--- config.mk ---
export PLATFORM = sky130hd
export DESIGN_NAME = operand_sequencer_flat
export DESIGN_NICKNAME = d
export VERILOG_FILES = /design/src/rtl/alu_pkg.sv /design/src/rtl/operand_sequencer_if.sv /design/src/rtl/byte_packer.sv /design/src/rtl/operand_sequencer.sv /design/src/flat_wrapper.sv
export SDC_FILE = /design/constraint.sdc
export NUM_CORES = 1
export LEC_CHECK = 0
export BUFFER_PORTS_ARGS = -buffer_cell sky130_fd_sc_hd__buf_4
export CAP_MARGIN = 20
export CORE_ASPECT_RATIO = 1.25
export CORE_MARGIN = 3
export CORE_UTILIZATION = 35
export DETAILED_ROUTE_END_ITERATION = 10
export HOLD_SLACK_MARGIN = 0.02
export PLACE_DENSITY = 0.56
export RECOVER_POWER = 50
export SKIP_LAST_GASP = 1
export SYNTH_ARGS = -nofsm -noshare
export SYNTH_HDL_FRONTEND = slang
export SYNTH_SLANG_ARGS = --single-unit
--- constraint.sdc ---
create_clock -name clk_i -period 4.05 [get_ports clk_i]
set_input_delay 0.405 -clock clk_i [delete_from_list [all_inputs] [get_ports clk_i]]
set_output_delay 0.405 -clock clk_i [all_outputs]
set_load 0.05 [all_outputs]
--- src/rtl/alu_pkg.sv ---
// Shared ALU definitions: job opcodes, the operand sequencer state encoding
// and the width of the operand-word counters.
package alu_pkg;

  localparam logic [7:0] OP_ADD = 8'h10;
  localparam logic [7:0] OP_MUL = 8'h11;
  localparam logic [7:0] OP_DIV = 8'h12;

  // A 16-bit length minus the 4 header bytes, in 32-bit words, fits in 14 bits.
  localparam int WCNT_W = 14;

  typedef enum logic [2:0] {
    ST_IDLE,
    ST_COLLECT,
    ST_EXEC,
    ST_WAITMUL,
    ST_DONE
  } state_e;

endpackage

--- src/rtl/operand_sequencer_if.sv ---
// Bus bundle for operand_sequencer.
//   start_add_i/start_mul_i/len_i : job start pulses and packet length
//   rx_data_i/rx_valid_i/rx_ready_o : operand byte stream
//   mul_*                         : request/result link to the shared multiplier
//   result_o/done_o               : accumulated result, valid while done_o is high
// slave  : view taken by the sequencer
// master : view taken by whatever drives the sequencer
interface operand_sequencer_if #(
  parameter int datawidth_p = 8
);
  logic                   start_add_i;
  logic                   start_mul_i;
  logic [15:0]            len_i;
  logic [datawidth_p-1:0] rx_data_i;
  logic                   rx_valid_i;
  logic                   rx_ready_o;
  logic [31:0]            mul_a_o;
  logic [31:0]            mul_b_o;
  logic                   mul_valid_o;
  logic                   mul_ready_i;
  logic [31:0]            mul_result_i;
  logic                   mul_result_valid_i;
  logic [31:0]            result_o;
  logic                   done_o;

  modport slave (
    input  start_add_i, start_mul_i, len_i, rx_data_i, rx_valid_i,
           mul_ready_i, mul_result_i, mul_result_valid_i,
    output rx_ready_o, mul_a_o, mul_b_o, mul_valid_o, result_o, done_o
  );

  modport master (
    output start_add_i, start_mul_i, len_i, rx_data_i, rx_valid_i,
           mul_ready_i, mul_result_i, mul_result_valid_i,
    input  rx_ready_o, mul_a_o, mul_b_o, mul_valid_o, result_o, done_o
  );
endinterface

--- src/rtl/byte_packer.sv ---
// Little-endian byte-to-word assembler.
//   clk_i, rst_i   : clock, async active-high reset
//   clear_i        : drop any partially assembled word
//   byte_i/byte_valid_i : accepted byte strobe
//   word_o/word_valid_o : complete word, valid in the same cycle as its 4th byte
// The 4th byte is passed straight through into the top lane so the caller can
// latch the whole word on the acceptance edge.
module byte_packer #(
  parameter int datawidth_p = 8
) (
  input  logic                     clk_i,
  input  logic                     rst_i,
  input  logic                     clear_i,
  input  logic [datawidth_p-1:0]   byte_i,
  input  logic                     byte_valid_i,
  output logic [4*datawidth_p-1:0] word_o,
  output logic                     word_valid_o
);
  logic [1:0]               cnt_q;
  logic [3*datawidth_p-1:0] low_q;

  assign word_valid_o = byte_valid_i && (cnt_q == 2'd3);
  assign word_o       = {byte_i, low_q};

  always_ff @(posedge clk_i or posedge rst_i) begin
    if (rst_i) begin
      cnt_q <= '0;
      low_q <= '0;
    end else if (clear_i) begin
      cnt_q <= '0;
      low_q <= '0;
    end else if (byte_valid_i) begin
      cnt_q <= cnt_q + 2'd1;
      case (cnt_q)
        2'd0:    low_q[0*datawidth_p +: datawidth_p] <= byte_i;
        2'd1:    low_q[1*datawidth_p +: datawidth_p] <= byte_i;
        2'd2:    low_q[2*datawidth_p +: datawidth_p] <= byte_i;
        default: ;
      endcase
    end
  end
endmodule

--- src/rtl/operand_sequencer.sv ---
// Operand sequencer: collects a packet of little-endian 32-bit operand words
// from a byte stream and folds them into an accumulator, either by addition
// or through an external multi-cycle multiplier.
//   clk_i : clock, rising edge
//   rst_i : async active-high reset; abandons any job in flight
//   bus   : operand_sequencer_if.slave (start/len, byte stream, multiplier
//           link, result/done)
module operand_sequencer
  import alu_pkg::*;
#(
  parameter int datawidth_p = 8
) (
  input  logic                clk_i,
  input  logic                rst_i,
  operand_sequencer_if.slave  bus
);
  state_e              state_q, state_d;
  logic [7:0]          opcode_q, opcode_d;
  logic [31:0]         acc_q, acc_d;
  logic [31:0]         word_q, word_d;
  logic [WCNT_W-1:0]   words_total_q, words_total_d;
  logic [WCNT_W-1:0]   words_done_q, words_done_d;
  logic [1:0]          trail_q, trail_d;
  logic                rx_ready_q;

  logic                start, accept, word_phase, pack_valid, pack_clear, finish;
  logic                len_short;
  logic [15:0]         len_rem;
  logic [31:0]         pack_word;
  logic                pack_word_valid;

  assign start      = bus.start_add_i | bus.start_mul_i;
  assign accept     = bus.rx_valid_i && rx_ready_q;
  // Bytes belong to a word until all N words are in; after that they are the
  // discarded tail of the packet.
  assign word_phase = words_done_q < words_total_q;
  assign pack_valid = accept && word_phase;
  assign pack_clear = start && ((state_q == ST_IDLE) || (state_q == ST_DONE));
  // Lengths shorter than the header count as an empty payload.
  assign len_short  = bus.len_i < 16'd4;
  assign len_rem    = len_short ? 16'd0 : (bus.len_i - 16'd4);

  byte_packer #(.datawidth_p(datawidth_p)) u_packer (
    .clk_i        (clk_i),
    .rst_i        (rst_i),
    .clear_i      (pack_clear),
    .byte_i       (bus.rx_data_i),
    .byte_valid_i (pack_valid),
    .word_o       (pack_word),
    .word_valid_o (pack_word_valid)
  );

  always_comb begin
    state_d       = state_q;
    opcode_d      = opcode_q;
    acc_d         = acc_q;
    word_d        = word_q;
    words_total_d = words_total_q;
    words_done_d  = words_done_q;
    trail_d       = trail_q;
    finish        = 1'b0;

    case (state_q)
      ST_IDLE, ST_DONE: begin
        if (start) begin
          opcode_d      = bus.start_add_i ? OP_ADD : OP_MUL;
          words_total_d = len_rem[15:2];
          trail_d       = len_rem[1:0];
          words_done_d  = '0;
          acc_d         = '0;
          state_d       = (len_rem[15:2] == '0) ? ST_DONE : ST_COLLECT;
        end
      end
      ST_COLLECT: begin
        if (pack_valid && pack_word_valid) begin
          word_d  = pack_word;
          state_d = ST_EXEC;
        end else if (accept && !word_phase) begin
          trail_d = trail_q - 2'd1;
          if (trail_q == 2'd1) state_d = ST_DONE;
        end
      end
      ST_EXEC: begin
        // The first word seeds the accumulator regardless of opcode.
        if (words_done_q == '0) begin
          acc_d  = word_q;
          finish = 1'b1;
        end else if (opcode_q == OP_ADD) begin
          acc_d  = acc_q + word_q;
          finish = 1'b1;
        end else if (bus.mul_ready_i) begin
          state_d = ST_WAITMUL;
        end
      end
      ST_WAITMUL: begin
        if (bus.mul_result_valid_i) begin
          acc_d  = bus.mul_result_i;
          finish = 1'b1;
        end
      end
      default: state_d = ST_IDLE;
    endcase

    if (finish) begin
      words_done_d = words_done_q + 1'b1;
      state_d      = ((words_done_d < words_total_q) || (trail_q != 2'd0))
                     ? ST_COLLECT : ST_DONE;
    end
  end

  always_ff @(posedge clk_i or posedge rst_i) begin
    if (rst_i) begin
      state_q       <= ST_IDLE;
      opcode_q      <= '0;
      acc_q         <= '0;
      word_q        <= '0;
      words_total_q <= '0;
      words_done_q  <= '0;
      trail_q       <= '0;
      rx_ready_q    <= 1'b0;
    end else begin
      state_q       <= state_d;
      opcode_q      <= opcode_d;
      acc_q         <= acc_d;
      word_q        <= word_d;
      words_total_q <= words_total_d;
      words_done_q  <= words_done_d;
      trail_q       <= trail_d;
      rx_ready_q    <= (state_d == ST_COLLECT);
    end
  end

  // Multiplier operands come straight from the held registers, so they stay
  // stable for as long as the request is stalled.
  assign bus.rx_ready_o  = rx_ready_q;
  assign bus.mul_a_o     = acc_q;
  assign bus.mul_b_o     = word_q;
  assign bus.mul_valid_o = (state_q == ST_EXEC) && (opcode_q == OP_MUL) &&
                           (words_done_q != '0);
  assign bus.done_o      = (state_q == ST_DONE);
  assign bus.result_o    = acc_q;
endmodule

--- src/flat_wrapper.sv ---
// flat-port wrapper written by rule: the top's interface ports become plain ports
module operand_sequencer_flat import alu_pkg::*;
#(
  parameter int datawidth_p = 8
)
  (clk_i, rst_i, bus_start_add_i, bus_start_mul_i, bus_len_i, bus_rx_data_i, bus_rx_valid_i, bus_mul_ready_i, bus_mul_result_i, bus_mul_result_valid_i, bus_rx_ready_o, bus_mul_a_o, bus_mul_b_o, bus_mul_valid_o, bus_result_o, bus_done_o);
  operand_sequencer_if #(.datawidth_p(datawidth_p)) bus_i ();
  input  logic clk_i;
  input  logic rst_i;
  input wire logic [$bits(bus_i.start_add_i)-1:0] bus_start_add_i;
  input wire logic [$bits(bus_i.start_mul_i)-1:0] bus_start_mul_i;
  input wire logic [$bits(bus_i.len_i)-1:0] bus_len_i;
  input wire logic [$bits(bus_i.rx_data_i)-1:0] bus_rx_data_i;
  input wire logic [$bits(bus_i.rx_valid_i)-1:0] bus_rx_valid_i;
  input wire logic [$bits(bus_i.mul_ready_i)-1:0] bus_mul_ready_i;
  input wire logic [$bits(bus_i.mul_result_i)-1:0] bus_mul_result_i;
  input wire logic [$bits(bus_i.mul_result_valid_i)-1:0] bus_mul_result_valid_i;
  output wire logic [$bits(bus_i.rx_ready_o)-1:0] bus_rx_ready_o;
  output wire logic [$bits(bus_i.mul_a_o)-1:0] bus_mul_a_o;
  output wire logic [$bits(bus_i.mul_b_o)-1:0] bus_mul_b_o;
  output wire logic [$bits(bus_i.mul_valid_o)-1:0] bus_mul_valid_o;
  output wire logic [$bits(bus_i.result_o)-1:0] bus_result_o;
  output wire logic [$bits(bus_i.done_o)-1:0] bus_done_o;
  assign bus_i.start_add_i = bus_start_add_i;
  assign bus_i.start_mul_i = bus_start_mul_i;
  assign bus_i.len_i = bus_len_i;
  assign bus_i.rx_data_i = bus_rx_data_i;
  assign bus_i.rx_valid_i = bus_rx_valid_i;
  assign bus_i.mul_ready_i = bus_mul_ready_i;
  assign bus_i.mul_result_i = bus_mul_result_i;
  assign bus_i.mul_result_valid_i = bus_mul_result_valid_i;
  assign bus_rx_ready_o = bus_i.rx_ready_o;
  assign bus_mul_a_o = bus_i.mul_a_o;
  assign bus_mul_b_o = bus_i.mul_b_o;
  assign bus_mul_valid_o = bus_i.mul_valid_o;
  assign bus_result_o = bus_i.result_o;
  assign bus_done_o = bus_i.done_o;
  operand_sequencer #(.datawidth_p(datawidth_p)) u_core (.clk_i(clk_i), .rst_i(rst_i), .bus(bus_i));
endmodule
==> results, run 1 <==
- The flow ran to the end, but the final reports show violations.
- The final reports fail on capacitance limit, slew limit.
- The number of setup buffers added after CTS is 0.
- The floorplan step defined a die boundary enclosing 26,600 um2.
- The number of global-route vias before repair was 7,378.
- The total leakage power is 4.93 nW.
- The worst setup path is launched from a flop.
- The worst hold path passes through 2 cells.
- Counting both buffers and inverters, the worst setup path holds a total of 1.
- The basic-gate share of the synthesized area counting and, or, nand and nor cells is 15.7%.
- For this run, design rule violations remaining after detail routing come to 0.
- The post-cts resize count is 0.
- The synthesized netlist net count is approximately 1,100.
- The first global-routing pass estimated 40,600 um of wire.
- The count of TritonRoute iterations in the first routing pass is 5.
- Summing over every cut layer, the via total after detailed routing is 7,455.
- The detail route stage leaves a number of antenna-violating nets equal to 0.
- The count of state elements after synthesis is 126.
- The adder-cell share of the synthesized area is 9.81%.
- The H-tree generated during clock tree synthesis spans 4 levels.
- The pin count of the biggest net entering global routing is 55.
- The final layout contains 1,188 nets.
- The class of the most critical hold timing path is input port to flop.
- The worst setup path is captured at a flop.
- In the layout the commonest cells are sky130_fd_sc_hd__buf_4, sky130_fd_sc_hd__dfrtp_1, sky130_fd_sc_hd__nor2_1.
- Summing the areas of all xor and xnor instances in the mapped netlist gives 3.76% of the synthesized area.
- Measured against its own limit, the worst slew margin works out to -72.1%.
- Once detailed placement completed, the half-perimeter wirelength came to about 20,000 um.
- For this run, the slowest stage of the critical path takes 0.44 ns.
- The synthesized area is between 8000 and 9000 um2.
- Cells with a size suffix above 1 make up 18.7% of the layout.
- The share of the clock period used by the worst path after layout is 83.3%.
- The depth of the worst register-to-register path is 10.
- The end point of the worst hold path is u_core.opcode_q[0].
- The largest vdd supply drop is 332 uV.
- The start of the worst register-to-register path is u_core.words_done_q[8].
- The cell seen most often among critical-path stages is sky130_fd_sc_hd__a211oi_2.
- For this design, the CTS-stage hold fixing added 0 buffers.
- The number of top-level design ports is 162.
- The worst setup path is of the flop to flop kind.
- Clock-pin slew was measured on the worst setup and hold paths at 0.06 ns.
- For this design, the sink count on the clock tree is 126.
- The total global routing track utilization is 19.1%.
- The fraction of post-synthesis cell area in the top cell type by area is a little over a third.
- On the critical path, the stage with the largest delay is an instance of sky130_fd_sc_hd__dfrtp_1.
- Walking the worst path, the cells encountered are ha_1, a21o_1, a211o_1, a211oi_2, o21ai_1, a211oi_2, and3_1, and3_4, buf_12, mux2_2.
- The post-synthesis average cell area is between 9 and 10 um2.
- The dominant combinational cell family by area after synthesis is compound AO/OA/AOI/OAI gates.
- The congestion estimate from routability-driven global placement came to 0.865.
- The area fraction in compound gates after synthesis is approximately 18%.
- The endpoint of the most critical register-to-register path is u_core.bus.mul_b_o[5].
- Sorting the synthesized cells by area gives the leading types as sky130_fd_sc_hd__dfrtp_1, sky130_fd_sc_hd__ha_1, sky130_fd_sc_hd__mux2_4.
- The number of fill cells is around 2,500.
- The horizontal die dimension is between 100 and 150 um.
- The actual transition at the worst max-transition pin is 2.57 ns.
- In the synthesized netlist the dominant register cell turns out to be sky130_fd_sc_hd__dfrtp_1.
- The post-detailed-routing wire length is 25,600 um.
- The design draws 0.00899 W.
- The area added between synthesis and finish is 19.4%.
- At the worst endpoint, the required time is 4.35 ns.
- After synthesis, flip-flops and latches occupy between 30% and 40% of the total area.
- The CTS tree is yes.
- The startpoint identified for the worst hold timing path is bus_start_add_i.
- The buffer cell driving the clock tree root is sky130_fd_sc_hd__clkbuf_16.
- The power density of the placed cells is just under 900 nW/um2.
- The leading area contributor after synthesis is sky130_fd_sc_hd__dfrtp_1.
- In this run the core area contains 63 standard-cell rows.
- The tool flagged a number of max-cap violations equal to 1.
- In this run the worst path has a maximum fanout of 21.
- The count of input and output buffers is 161.
- The Yosys step of the flow raised 0 warnings.
- The number of max-slew violations in the final report came to 55.
- Adding up every negative setup slack in the final design gives 0 ns.
- The number of enable-type register cells in the synthesized netlist is 0.
- For the worst setup path, the data arrival time is 3.67 ns.
- Setup repair after global routing left no endpoint under its margin.
- In the synthesized netlist the async set-or-reset flop fraction comes to between 90% and 100%.
- The clock latency on the worst-skew pair is 0.42 ns.
- The count of endpoints failing setup in the final report is 0.
- The number of inserted diodes is 0.
- The number of CTS-inserted buffers is 17.
- The effective utilization at floorplan is a little over a third.
- The routed design could run at a clock period as short as 3.37 ns.
- For this run the aggregate overflow at the end of global routing stands at 0.
- In this run the register-to-register setup slack is 0.68 ns.
- The routed wire length per instance is 18.4 um.
- After detailed routing, the number of vias per cell comes to around 5.3.
- The initial antenna violation count is 0.
- The final-report hold violation count is 0.
- In the synthesized netlist, the number of instances is between 900 and 1,000.
- The multiplexer area fraction after synthesis is under 10%.
- The floorplan step set the die height to approximately 180 um.
- The kind of cell with the highest combined delay on the critical path is compound AO/OA/AOI/OAI gates.
- The first routing iteration left 440 violations.
- The area inside the core boundary is 24,000 um2.
- For the final database, setup skew stands at 0.0108 ns.
- The number of different library cells used by synthesis comes to 64.
- The maximum clock path buffer count is 2.
- The upper clock frequency limit is 297 MHz.
## cell usage after synthesis, types with 11 or more instances
master,count
sky130_fd_sc_hd__a21oi_1,58
sky130_fd_sc_hd__dfrtp_1,126
sky130_fd_sc_hd__nand2b_1,11
sky130_fd_sc_hd__ha_1,66
sky130_fd_sc_hd__nor3_1,19
sky130_fd_sc_hd__mux2i_1,31
sky130_fd_sc_hd__nand4_1,11
sky130_fd_sc_hd__mux2_4,28
sky130_fd_sc_hd__inv_1,32
sky130_fd_sc_hd__nand3_1,27
sky130_fd_sc_hd__o21ai_0,59
sky130_fd_sc_hd__clkbuf_1,27
sky130_fd_sc_hd__xnor2_1,27
sky130_fd_sc_hd__a21o_1,17
sky130_fd_sc_hd__nand2_1,79
sky130_fd_sc_hd__buf_4,33
sky130_fd_sc_hd__nor2_1,99
sky130_fd_sc_hd__a221oi_1,14
## per-layer routing
metal  up-vias  GRT usage, %  share of wire (%)
met4         0          5.76                1.8
met3        35          3.79                5.3
li1       3620             -                  -
met1      3556          24.5                 44
met2       244          32.6                 49
met5         -             0                  0
## kinds of logic after synthesis
| family | count (synthesis) |
|---|---|
| AOI/OAI and AO/OA | 240 |
| DFF | 126 |
| muxes | 64 |
| xor gates and xnor gates | 37 |
| and+or+nand+nor | 293 |
| adders and majority gates | 67 |
| buffers and inverters | 101 |
## worst max-delay path by stage
stage / from / end / slack [ns] / depth (start not counted)
detailed placement: u_core.words_done_q[8] / u_core.bus.mul_b_o[5] / 0.68 / 10
CTS: u_core.words_done_q[8] / u_core.bus.mul_b_o[5] / 0.66 / 10
global route: u_core.bus.mul_b_o[0] / u_core.bus.mul_a_o[28] / 0.40 / 12
finish: u_core.words_done_q[8] / u_core.bus.mul_b_o[5] / 0.68 / 10
floorplan: rst_i / u_core.bus.mul_a_o[0] / 0.29 / 1
global placement: u_core.words_done_q[8] / u_core.bus.mul_b_o[6] / 0.76 / 10
## through the flow
| step | cell area (um2) | std cells | setup WS [ns] | util (%) | hold slack [ns] |
|---|---|---|---|---|---|
| floorplan | 8630 | 928 | 0.289 | - | 0.449 |
| global placement | 9950 | 1363 | 0.758 | 41.5 | 0.466 |
| detailed placement | 9950 | 1363 | 0.678 | 41.5 | 0.468 |
| CTS | 10500 | 1393 | 0.656 | 43.7 | 0.136 |
| global route | 10300 | 1394 | 0.403 | 43.0 | 0.191 |
| finish | 10300 | 1394 | 0.678 | 43.0 | 0.177 |
## registers in the layout (all words and copies together) (netlist names)
| register | cells |
|---|---|
| u_core.bus.mul_a_o | 32 |
| u_core.bus.mul_b_o | 32 |
| u_core.u_packer.low_q | 24 |
| u_core.words_done_q | 14 |
| u_core.words_total_q | 14 |
| u_core.state_q | 3 |
| u_core.opcode_q | 2 |
| u_core.trail_q | 2 |
| u_core.u_packer.cnt_q | 2 |
| u_core.bus.rx_ready_o | 1 |
## report_power, final
part / internal (W) / leakage (nW) / switching (W)
clock: 0.000864 / 0.259 / 0.000557
combinational: 0.00171 / 3.05 / 0.00354
sequential: 0.00177 / 1.62 / 0.000551
total: 0.00434 / 4.93 / 0.00464
## cell type report
class	instances	area [um2]	area share (%)
timing repair buffer	180	1180	11.5
tap	325	407	3.95
clock buffer	23	468	4.54
multi-input combinational	701	4910	47.6
clock inverter	7	65.1	0.632
inverter	32	121	1.18
sequential	126	3150	30.6
## worst register-to-register path, stage by stage (launching register included)
cell                       delay (ns)
sky130_fd_sc_hd__dfrtp_1         0.44
sky130_fd_sc_hd__ha_1            0.34
sky130_fd_sc_hd__a21o_1          0.19
sky130_fd_sc_hd__a211o_1         0.32
sky130_fd_sc_hd__a211oi_2        0.18
sky130_fd_sc_hd__o21ai_1         0.10
sky130_fd_sc_hd__a211oi_2        0.30
sky130_fd_sc_hd__and3_1          0.35
sky130_fd_sc_hd__and3_4          0.42
sky130_fd_sc_hd__buf_12          0.24
sky130_fd_sc_hd__mux2_2          0.37
Power figures use the tool's default switching activity.
==> inputs of run 2 (changes only) <==
PLACE_DENSITY = 0.58   (was 0.56)
clock period = 2.72 ns   (was 4.05 ns; I/O delays follow)
==> results, run 2 (synthesis results as in run 1) <==
- The number of inserted diodes is 0.
- The count of TritonRoute iterations in the first routing pass is 7.
- Counting both buffers and inverters, the worst setup path holds a total of 2.
- The portion of total power attributed to combinational logic is 62.3%.
- The final design instance area without fill is 11,900 um2.
- The kind of cell with the highest combined delay on the critical path is compound AO/OA/AOI/OAI gates.
- The most common cell after layout, fill and taps aside is sky130_fd_sc_hd__buf_4.
- The CTS clock-pin slew for the worst setup and hold paths is ~0.05 ns.
- Summed over all cells, the static leakage comes to 5.80 nW.
- The largest vdd supply drop is 502 uV.
- The area inside the core boundary is 24,000 um2.
- In this run the worst path has a maximum fanout of 6.
- Derived from the worst setup path, the maximum achievable clock frequency is 346 MHz.
- Cell internal power was estimated by the tool at 0.00801 W.
- The path class of the tightest hold or removal check is input port to flop.
- The clock network is responsible for 16.3% of the overall power.
- The initial antenna violation count is 0.
- Setup repair after global routing could not meet its margin everywhere.
- The first global-routing pass estimated 42,100 um of wire.
- Adding up every negative setup slack in the final design gives -4.98 ns.
- The final critical path takes up 106% of the cycle.
- The count of H-tree levels built during CTS is 4.
- The max capacitance violation total is 1.
- In this run the power spent charging and discharging nets is 0.00740 W.
- The kind of end point of the critical path is a flop.
- The routed design has around 27,000 um of wire.
- The post-route netlist has a little over a third of its cells at a drive strength greater than 1.
- The worst hold margin is between 0.05 and 0.06 ns.
- Routability-driven placement finished with a final weighted congestion of ~0.88.
- The effective utilization at floorplan is 36.0%.
- The final reports fail on capacitance limit, slew limit, setup timing.
- Global routing used 19.7% of the available tracks.
- Across the routed clock network, the largest skew measured is 0.00810 ns.
- The hold path startpoint is bus_start_add_i.
- The number of nets in the final layout is 1,306.
- The number of max-slew violations in the final report was 34.
- The routed layout has 7,902 vias.
- The ratio of routed vias to standard cells is 5.22.
- The CTS tree is yes.
- The depth of the worst register-to-register path is 11.
- Net switching is between 40% and 50% of the power.
- Across all register-to-register paths, the minimum setup slack is -0.17 ns.
- Relative to the synthesized area, the layout overhead comes to 38.3%.
- The actual transition at the worst max-transition pin is ~1.5 ns.
- On the critical path, the stage with the largest delay is an instance of sky130_fd_sc_hd__dfrtp_1.
- The number of standard cells in the layout, taps in and fillers out is 1,514.
- The die covers 26,600 um2.
- For the worst-skew pair, the clock arrives at the later sink with an insertion delay of 0.43 ns.
- The initialized floorplan defines 63 standard-cell rows.
- The run finished, with violations left.
- Entering global routing, the biggest net connects 42 pins.
- The worst setup slack after layout is -0.169 ns.
- For this run, the slowest stage of the critical path takes 0.37 ns.
- The count of input and output buffers is 161.
- The detail route stage leaves a number of antenna-violating nets equal to 0.
- The final-report hold violation count is 0.
- The number of CTS-inserted buffers is 17.
- In this run the deepest clock path goes through 2 buffers.
- The critical path goes through inv_2, ha_4, a21o_1, a211o_1, a211oi_2, o21ai_1, a211oi_2, and3_4, and3_4, clkbuf_16, mux2_4.
- In the layout the commonest cells are sky130_fd_sc_hd__buf_4, sky130_fd_sc_hd__dfrtp_1, sky130_fd_sc_hd__nor2_1.
- The endpoint of the most critical register-to-register path is u_core.bus.mul_b_o[31].
- The share of total power dissipated in sequential elements is 21.4%.
- The minimum period implied by the final worst setup slack is 2.89 ns.
- The detailed placer's ending HPWL is 20,400 um.
- The power density of the placed cells is 1290 nW/um2.
- The number of remaining DRC errors is 0.
- The number of clock sinks is 126.
- The number of global-route vias before repair is slightly below 8,000.
- At the placement stage, the worst setup path has a slack of -0.144 ns.
- The placed instance count is about 1,500.
- The number of top-level design ports is 162.
- The critical path arrival is 3.20 ns.
- From left edge to right edge, the die measures 146 um.
- The buffer cell driving the clock tree root is sky130_fd_sc_hd__clkbuf_16.
- The worst register-to-register path begins at u_core.words_total_q[8].
- The area after detailed placement is roughly 11,000 um2.
- The category of the critical setup timing path is flop to flop.
- Headroom to the max-slew limit came out at -3.47%.
- The detailed router finished its first iteration with roughly 480 violations.
- The required arrival time at the worst endpoint is 3.03 ns.
- The count of cells along the worst hold path is 2.
- The floorplan die height is around 180 um.
- The count of endpoints failing setup in the final report is 38.
- The worst setup path is launched from a flop.
- Dividing the detail-routed wire length by the instance count gives 17.8 um.
- Summed over all layers, the global routing overflow is 0.
- The worst hold path terminates at u_core.opcode_q[0].
## run 2: routing by layer
metal  vias to the layer above  global-route usage (%)  part of all wire, %
li1                       3857                       -                    -
met1                      3795                    25.3                   43
met2                       215                    33.6                   50
met3                        35                    3.42                  4.8
met4                         0                    6.78                  2.1
met5                         -                       0                    0
## run 2: through the flow
step                      total power [W]  utilization, %
after global routing               0.0164            49.8
after CTS                          0.0152            48.8
after global placement             0.0125            45.6
final                              0.0154            49.8
after detailed placement           0.0126            45.6
after floorplan                   0.00952               -
## run 2: how the worst max path moves through the flow
| stage | from | endpoint | slack (ns) | cells past startpoint |
|---|---|---|---|---|
| after floorplan | u_core.words_done_q[8] | u_core.bus.mul_b_o[0] | -0.09 | 12 |
| after detailed placement | u_core.words_done_q[8] | u_core.bus.mul_b_o[6] | -0.14 | 10 |
| after global placement | u_core.bus.mul_b_o[0] | u_core.bus.mul_a_o[22] | -0.09 | 12 |
| after CTS | u_core.words_done_q[8] | u_core.bus.rx_ready_o | -0.11 | 13 |
| after global routing | u_core.words_done_q[0] | u_core.state_q[2] | -0.30 | 14 |
| final | u_core.words_total_q[8] | u_core.bus.mul_b_o[31] | -0.17 | 11 |
## run 2: repair_timing
action,CTS,global route
gates resized for setup,16,64
setup endpoints to repair,40,83
buffers inserted,5,9
hold endpoints to repair,0,0
pin swaps,8,32
hold buffers,0,0
gates cloned,1,2
## run 2: power by group through the flow
stage / Clock, W / Sequential (W) / Combinational [W]
floorplan: 0 / 0.00470 / 0.00483
global placement: 0 / 0.00327 / 0.00921
detailed placement: 0 / 0.00330 / 0.00927
CTS: 0.00256 / 0.00327 / 0.00939
global route: 0.00265 / 0.00340 / 0.0103
finish: 0.00252 / 0.00330 / 0.00959
## run 2: area by class of cell
type / count / area (um2)
Clock inverter: 12 / 194
Tap cell: 325 / 407
Timing Repair Buffer: 298 / 2290
Multi-Input combinational cell: 701 / 5310
Fill cell: 2273 / 12000
Clock buffer: 20 / 447
Sequential cell: 126 / 3160
Inverter: 32 / 121
